File: config.mk
export PLATFORM = sky130hd
export DESIGN_NAME = uart_rx_frontend
export DESIGN_NICKNAME = d
export VERILOG_FILES = /design/src/rtl/uart_pkg.sv /design/src/rtl/uart_baud_tick.sv /design/src/rtl/uart_rx_frontend.sv
export SDC_FILE = /design/constraint.sdc
export NUM_CORES = 1
export LEC_CHECK = 0
export ABC_AREA = 1
export BUFFER_PORTS_ARGS = -buffer_cell sky130_fd_sc_hd__buf_2
export CAP_MARGIN = 20
export CORE_ASPECT_RATIO = 1.25
export CORE_MARGIN = 2
export CORE_UTILIZATION = 45
export DETAILED_ROUTE_END_ITERATION = 16
export HOLD_SLACK_MARGIN = 0.1
export SYNTH_ARGS = -nofsm -noshare
export SYNTH_HDL_FRONTEND = slang
export SYNTH_SLANG_ARGS = --single-unit
File: constraint.sdc
create_clock -name clk -period 2.2 [get_ports clk]
set_input_delay 0.22 -clock clk [delete_from_list [all_inputs] [get_ports clk]]
set_output_delay 0.22 -clock clk [all_outputs]
set_load 0.05 [all_outputs]
File: src/rtl/uart_pkg.sv
// Shared UART definitions: receiver state encoding, oversampling constants and the
// three-sample majority vote used for bit decisions.
package uart_pkg;

  typedef enum logic [2:0] {
    IDLE,
    START,
    DATA,
    STOP,
    BREAK
  } rx_state_e;

  localparam int OVERSAMPLE = 16;
  localparam int SAMPLE_W   = $clog2(OVERSAMPLE);

  localparam logic [SAMPLE_W-1:0] SAMPLE_A = SAMPLE_W'(7);
  localparam logic [SAMPLE_W-1:0] SAMPLE_B = SAMPLE_W'(8);
  localparam logic [SAMPLE_W-1:0] SAMPLE_C = SAMPLE_W'(9);

  function automatic logic majority3(input logic a, input logic b, input logic c);
    return (a & b) | (a & c) | (b & c);
  endfunction

endpackage

File: src/rtl/uart_baud_tick.sv
// Oversample prescaler: one-cycle tick every div+1 clocks, restartable from zero via clear.
module uart_baud_tick #(
  parameter int DIV_WIDTH = 12
) (
  input  logic                 clk,
  input  logic                 reset,
  input  logic                 clear,
  input  logic [DIV_WIDTH-1:0] div,
  output logic                 tick
);

  logic [DIV_WIDTH-1:0] count;

  // >= rather than == so a divider lowered mid-count still reloads instead of wrapping.
  always_ff @(posedge clk) begin
    if (reset || clear) begin
      count <= '0;
    end else if (count >= div) begin
      count <= '0;
    end else begin
      count <= count + DIV_WIDTH'(1);
    end
  end

  assign tick = !clear && (count >= div);

endmodule

File: src/rtl/uart_rx_frontend.sv
// 8N1 oversampling UART receiver: synchronizer, 16x majority sampling, start/stop
// validation and a valid/ready output holding register with overrun detection.
module uart_rx_frontend
  import uart_pkg::*;
#(
  parameter int DATA_BITS   = 8,
  parameter int DIV_WIDTH   = 12,
  parameter int SYNC_STAGES = 2
) (
  input  logic                 clk,
  input  logic                 reset,
  input  logic                 io_rxd,
  input  logic                 io_enable,
  input  logic [DIV_WIDTH-1:0] io_baudDiv,
  output logic [DATA_BITS-1:0] io_data,
  output logic                 io_valid,
  input  logic                 io_ready,
  output logic                 io_framingError,
  output logic                 io_overrun,
  output logic                 io_busy,
  output rx_state_e            dbg_state
);

  // Handshake: io_data is held stable while io_valid is high; a byte is consumed on any
  // clock where io_valid && io_ready, after which io_valid drops unless a new byte lands.

  localparam int BIT_W = (DATA_BITS > 1) ? $clog2(DATA_BITS) : 1;
  localparam logic [BIT_W-1:0] LAST_BIT = BIT_W'(DATA_BITS - 1);

  logic [SYNC_STAGES-1:0] sync_q;
  logic                   rxs;
  logic                   rxs_prev;
  logic                   start_det;
  logic                   tick;
  logic [SAMPLE_W-1:0]    sample_cnt;
  logic                   samp_a;
  logic                   samp_b;
  logic                   decide;
  logic                   bit_val;
  logic [BIT_W-1:0]       bit_idx;
  logic [DATA_BITS-1:0]   shift;
  logic                   deliver;
  logic                   frame_err;
  rx_state_e              state;
  rx_state_e              state_next;

  assign rxs       = sync_q[SYNC_STAGES-1];
  assign start_det = (state == IDLE) && io_enable && rxs_prev && !rxs;
  assign decide    = tick && (sample_cnt == SAMPLE_C);
  assign bit_val   = majority3(samp_a, samp_b, rxs);

  uart_baud_tick #(
    .DIV_WIDTH(DIV_WIDTH)
  ) u_baud_tick (
    .clk  (clk),
    .reset(reset),
    .clear(start_det),
    .div  (io_baudDiv),
    .tick (tick)
  );

  always_ff @(posedge clk) begin
    if (reset) begin
      sync_q     <= '1;
      rxs_prev   <= 1'b1;
      sample_cnt <= '0;
      samp_a     <= 1'b1;
      samp_b     <= 1'b1;
    end else begin
      sync_q   <= {sync_q[SYNC_STAGES-2:0], io_rxd};
      rxs_prev <= rxs;
      if (start_det) begin
        sample_cnt <= '0;
      end else if (tick) begin
        sample_cnt <= sample_cnt + SAMPLE_W'(1);
      end
      if (tick && sample_cnt == SAMPLE_A) samp_a <= rxs;
      if (tick && sample_cnt == SAMPLE_B) samp_b <= rxs;
    end
  end

  always_ff @(posedge clk) begin
    if (reset) begin
      state <= IDLE;
    end else begin
      state <= state_next;
    end
  end

  always_comb begin
    state_next = state;
    deliver    = 1'b0;
    frame_err  = 1'b0;
    if (!io_enable) begin
      state_next = IDLE;
    end else begin
      case (state)
        IDLE:  if (start_det) state_next = START;
        START: if (decide) state_next = bit_val ? IDLE : DATA;
        DATA:  if (decide && bit_idx == LAST_BIT) state_next = STOP;
        STOP: begin
          if (decide) begin
            // Return to IDLE at mid-stop-bit so the next start edge is never missed.
            state_next = bit_val ? IDLE : BREAK;
            deliver    = bit_val;
            frame_err  = !bit_val;
          end
        end
        BREAK: if (rxs) state_next = IDLE;
        default: state_next = IDLE;
      endcase
    end
  end

  always_ff @(posedge clk) begin
    if (reset) begin
      bit_idx         <= '0;
      shift           <= '0;
      io_data         <= '0;
      io_valid        <= 1'b0;
      io_framingError <= 1'b0;
      io_overrun      <= 1'b0;
    end else begin
      io_framingError <= frame_err;
      io_overrun      <= deliver && io_valid && !io_ready;
      if (state == START && decide) begin
        bit_idx <= '0;
      end
      if (state == DATA && decide) begin
        shift   <= {bit_val, shift[DATA_BITS-1:1]};
        bit_idx <= bit_idx + BIT_W'(1);
      end
      if (deliver && (!io_valid || io_ready)) begin
        io_data  <= shift;
        io_valid <= 1'b1;
      end else if (io_valid && io_ready) begin
        io_valid <= 1'b0;
      end
    end
  end

  assign io_busy   = (state != IDLE);
  assign dbg_state = state;

endmodule

After elaboration in Yosys (flattened, before gate mapping)
Index checks and enable logic that the tools add are counted.

Output and inout bits: 15. Bits in registers: 46. Logic and storage cells: 83.

Magnitude comparators: 1. Reductions and logical operators: 30. Muxes and demuxes: 15. Bitwise gates (word level): 8. $add $sub $neg: 3. Equality and inequality tests: 13.

Operators with widths (count): two-way mux 3 bit (8); one-hot mux 3 bit (5 select lines) (1); logical AND 1 bit (14); adder 12 x 1 -> 12 bit, second input constant (1); greater-or-equal comparator 12 bit (1); equality test 4 bit, second input constant (2); != test 2 bit, second input constant (4); equality test 3 x 2 -> 1 bit, second input constant (2); equality test 3 bit, second input constant (2); OR reduction 2 bit (3); logical NOT 1 bit (5); two-way mux 1 bit (5); AND reduction 5 bit (1); adder 4 x 1 -> 4 bit, second input constant (1); equality test 4 x 3 -> 1 bit, second input constant (1); nonzero test 2 bit (2); OR reduction 4 bit (1); adder 3 x 1 -> 3 bit, second input constant (1); AND 1 bit (3); equality test 3 x 1 -> 1 bit, second input constant (1); logical NOT 3 bit (1); NOT 1 bit (3); nonzero test 3 bit (1); logical OR 1 bit (2); other kinds (3) (4).

Logic depth before layout (Yosys ltp)
Depth in word-level cells: 12. Depth in mapped cells: 15. Depth with buffers taken out: 15.

Hierarchy
Synthesis repeated with hierarchy kept, for this count alone.

Cell total of the unflattened synthesis: 330. Area total of the unflattened synthesis: 2438.6 µm².

By module, submodules not included: uart_rx_frontend (sequential area each 680.7 µm², area each 1564.0 µm², cells each 204, instances 1); uart_baud_tick (sequential area each 240.2 µm², area each 874.6 µm², cells each 126, instances 1).

Worst setup path before layout
Ideal clock, no wire load.

Path kind: register to register. From: register state[0], in the netlist dbg_state[0]. To: register io_data[0]. Buffers on the path: 1. Arrival time: 1693 ps. Path slack: 389 ps. Cell stages (with the launch flop): 9. Required time: 2082 ps. Cell sequence: dfxtp_1 -> inv_2 -> nor3_2 -> nand2_1 -> nor2_2 -> nand4_4 -> buf_6 -> nor3_1 -> nor2_1.

Longest elaborated chain between the ends: 11. Elaborated cells between the ends (all ways): 12. Those cells by class: eq/ne (1); mux (3); reduce/logical (8).

Ends and longest elaborated chain: start: declaration (RTL line uart_rx_frontend.sv:44) `rx_state_e state;`; start signal: assignment (RTL line uart_rx_frontend.sv:86) `state <= state_next;`; logical NOT 3 bit (RTL line uart_rx_frontend.sv:48) `assign start_det = (state == IDLE) && io_enable && rxs_prev && !rxs;`; logical AND 1 bit (3 in series) (RTL line uart_rx_frontend.sv:48); logical NOT 1 bit (RTL line uart_baud_tick.sv:25) `assign tick = !clear && (count >= div);`; logical AND 1 bit (RTL line uart_baud_tick.sv:25); logical AND 1 bit (RTL line uart_rx_frontend.sv:49) `assign decide = tick && (sample_cnt == SAMPLE_C);`; two-way mux 1 bit (RTL line uart_rx_frontend.sv:102) `if (decide) begin`; two-way mux 1 bit (*) (RTL line uart_rx_frontend.sv:97) `case (state)`; two-way mux 1 bit (*) (RTL line uart_rx_frontend.sv:94) `if (!io_enable) begin`; logical AND 1 bit (*) (RTL line uart_rx_frontend.sv:133) `if (deliver && (!io_valid || io_ready)) begin`; end signal: assignment (RTL line uart_rx_frontend.sv:134) `io_data <= shift;`; end: declaration (RTL line uart_rx_frontend.sv:15) `output logic [DATA_BITS-1:0] io_data,`.

Mark *: on every way between the ends. The rest lies on a longest branch, timed or not. A chain may end at the register's enable or synchronous reset.

Worst setup path after layout
From: register u_baud_tick.count[9]. To: register u_baud_tick.count[4].

Longest elaborated chain between the ends: 2.

Ends and longest elaborated chain: start: declaration (RTL line uart_baud_tick.sv:12) `logic [DIV_WIDTH-1:0] count;`; start signal: assignment (RTL line uart_baud_tick.sv:21) `count <= count + DIV_WIDTH'(1);`; greater-or-equal comparator 12 bit (RTL line uart_baud_tick.sv:18) `end else if (count >= div) begin`; OR reduction 2 bit (no line).

Every way passes these cells.

==> results.yml <==
clocking:
  h-tree-depth: 2
  cts_buffers: 5
  clkSinkCount: 46
  clk_pin_slew_worst_paths_ns: 0.08
  clk-insertion-delay-late_ns: 0.30
  post-cts-setup-buffers: 0
  clockBufferDepth: 2
  cts_tree: "built"
  root_buffer: "clkbuf_8"
logic_synthesis:
  syn-cell-area_sq_mm: 0.002377
  synth_fp_nets: 355
  ys_seq_area_share_pct: 38.74
  synthDistinctLibCells: 31
  synth.ff_latch_count: 46
  yosys_warnings: 0
  syn-instance-count: 320
  syn_avg_cell_area_sq_um: 7.429
route:
  dr_wl_met3_um: 151
  drtIter0Drc: 54
  dr.pass1.iters: 4
  postRouteAntennaNets: 0
  routed_wl_um: 4395
  wire_per_inst_um: 10.46
  wl_met2_um: 2219
  vias_per_cell: 4.752
  drc: 0
  m1WireLength_um: 1966
  highest_layer: "met4"
  vias: 1996
floorplanning:
  die_w_um: 69.01
  ios: 32
  fp.dieH_um: 85.26
  start_util_pct: 46.80
  rows: 29
  dieArea_sq_mm: 0.005884
  coreArea_sq_mm: 0.005080
sta:
  rsz0062_at_grt: "false"
  setup_viol: 0
  finClkSkew_ns: 0.005934
  slew-limit-headroom_pct: 77.75
  fmax_ghz: 0.5306
  maxSlewViolCount: 0
  setup_tns_ns: 0
  finalCriticalPeriod_ns: 1.885
  hold_viol: 0
  tightestPinTransition_ns: 0.3307
  timing.final.ws_setup_ns: 0.3152
  period_share_pct: 85.67
setup_path:
  worstPathArrival_ns: 2.11
  crit-reg2reg-launch: "u_baud_tick.count[9]"
  start_kind: "register"
  cp-startpoint: "u_baud_tick.count[9]"
  reg2reg_slack_ns: 0.32
  cp-end-kind: "register"
  required_ns: 2.42
  ff2ff_path_depth: 9
  crit_fanout: 7
  cp-endpoint: "u_baud_tick.count[4]"
  worst-setup-path-type: "register to register"
  r2r_end: "u_baud_tick.count[4]"
placed_design:
  globalplace.congestion: 0.8524
  hpwl_um: 3385
  post-place-ws_ns: 0.2965
  port-buffer-count: 31
power_and_ir_drop:
  total_power_mw: 1.741
  ir_worst_vdd_uv: 336.3
  p_per_area_mw_per_mm2: 639.8
  leakagePower_nw: 1.292
layout:
  nNetsFinal: 392
  final_cell_mix: "nand2_1 (58), nor2_1 (53), dfxtp_1 (46)"
  antenna_cells: 0
  nFillCells: 523
  drive_gt1_share_pct: 17.32
  syn2layout_area_growth_pct: 14.47
  layout_commonest_cell: "nand2_1"
grt:
  grtUsageTotal_pct: 16.18
  grt_overflow_total: 0
  grt_pass1_vias: 1904
  grt_max_degree: 24
  antenna_found_initial: 0
  grt_pass1_wl_um: 7872
outcome:
  outcome: "complete, no violations"
min_path:
  hp-class: "input pin to register"
job:
  cap_violations: 0
[flip-flops by register name, indices dropped and copies added, names as in the netlist]
name               cells
sample_cnt             4
io_data                8
io_framingError        1
u_baud_tick.count     12
sync_q                 2
samp_a                 1
io_valid               1
rxs_prev               1
samp_b                 1
dbg_state              3
shift                  8
bit_idx                3
io_overrun             1
[area by class of cell]
| class | count | area, sq um | area share (%) |
|---|---|---|---|
| repair buffers | 36 | 195.2 | 7.172 |
| inverters | 45 | 168.9 | 6.207 |
| multi-input cells | 223 | 1249 | 45.89 |
| well taps | 62 | 77.57 | 2.851 |
| flip-flops and latches | 46 | 920.9 | 33.84 |
| clock buffers | 6 | 72.57 | 2.667 |
| clock inverters | 2 | 37.54 | 1.379 |
[synthesized netlist by cell type]
library cell,number,area (sq um)
nand2_1,58,217.7
nor2_1,53,198.9
dfxtp_1,46,920.9
inv_1,41,153.9
ha_1,18,225.2
o21ai_0,17,85.08
a21oi_1,14,70.07
nand3_1,13,65.06
nor3_1,11,55.05
o21bai_1,9,67.56
inv_2,4,15.01
nand2_2,4,25.02
nand4_1,3,18.77
nor3b_1,3,22.52
or2_2,3,18.77
buf_6,2,22.52
clkbuf_1,2,7.510
nand4_4,2,42.54
nor2_2,2,12.51
nor2_4,2,22.52
o21a_1,2,15.01
xor2_1,2,17.52
a211oi_1,1,7.510
a211oi_4,1,20.02
and3_1,1,6.260
buf_1,1,3.750
buf_2,1,5.000
nand3_2,1,10.01
nor3_2,1,10.01
nor4_1,1,6.260
xnor2_1,1,8.760
[per-stage QoR]
stage,cells,hold slack [ns],instance area [sq um],utilization (%)
finish,420,0.1372,2721,53.57
global route,420,0.1446,2721,53.57
CTS,420,0.1406,2721,53.57
detailed placement,411,0.3987,2601,51.21
global placement,411,0.3934,2601,51.21
floorplan,320,0.2891,2377,-
[per-layer routing]
metal / vias up / GRT usage (%)
li1: 1087 / -
met1: 874 / 18.84
met2: 29 / 29.20
met3: 6 / 3.682
met4: 0 / 5.348
met5: - / 0
[worst min-delay path by stage]
stage              start    endpoint  cells past startpoint
2_1_floorplan      reset  bit_idx[1]                      1
3_3_place_gp   sync_q[0]   sync_q[1]                      1
3_5_place_dp   sync_q[0]   sync_q[1]                      1
4_1_cts            reset  bit_idx[1]                      2
5_1_grt            reset  bit_idx[2]                      2
6_report           reset  bit_idx[1]                      2
[critical path: stages (launching register included)]
cell and delay [ns]:
dfxtp_1 0.40, ha_1 0.27, nand2_1 0.08, nor2_2 0.04, nand2_1 0.07, nor2_1 0.04
nor2_1 0.19, nand4_1 0.29, buf_4 0.26, nor3b_1 0.16
[cell families after synthesis]
group	after synthesis	synth area share, %
DFF	46	38.74
AOI/OAI and AO/OA	44	11.16
buffers and inverters	51	8.736
and+or+nand+nor	158	30.79
adders and majority gates	18	9.474
xor gates and xnor gates	3	1.105
[repair_timing]
action                                 in CTS  in global routing
hold buffers                                1                  0
endpoints found under the hold margin       1                  0
resized for setup                           0                  0
[power breakdown]
part | switching, mW | internal, mW | leakage, nW | total [mW]
logic | 0.169 | 0.0903 | 0.869 | 0.259
registers | 0.0190 | 0.847 | 0.372 | 0.866
clock network | 0.277 | 0.339 | 0.0514 | 0.616
Note: power is estimated with default switching activity, not from simulation.
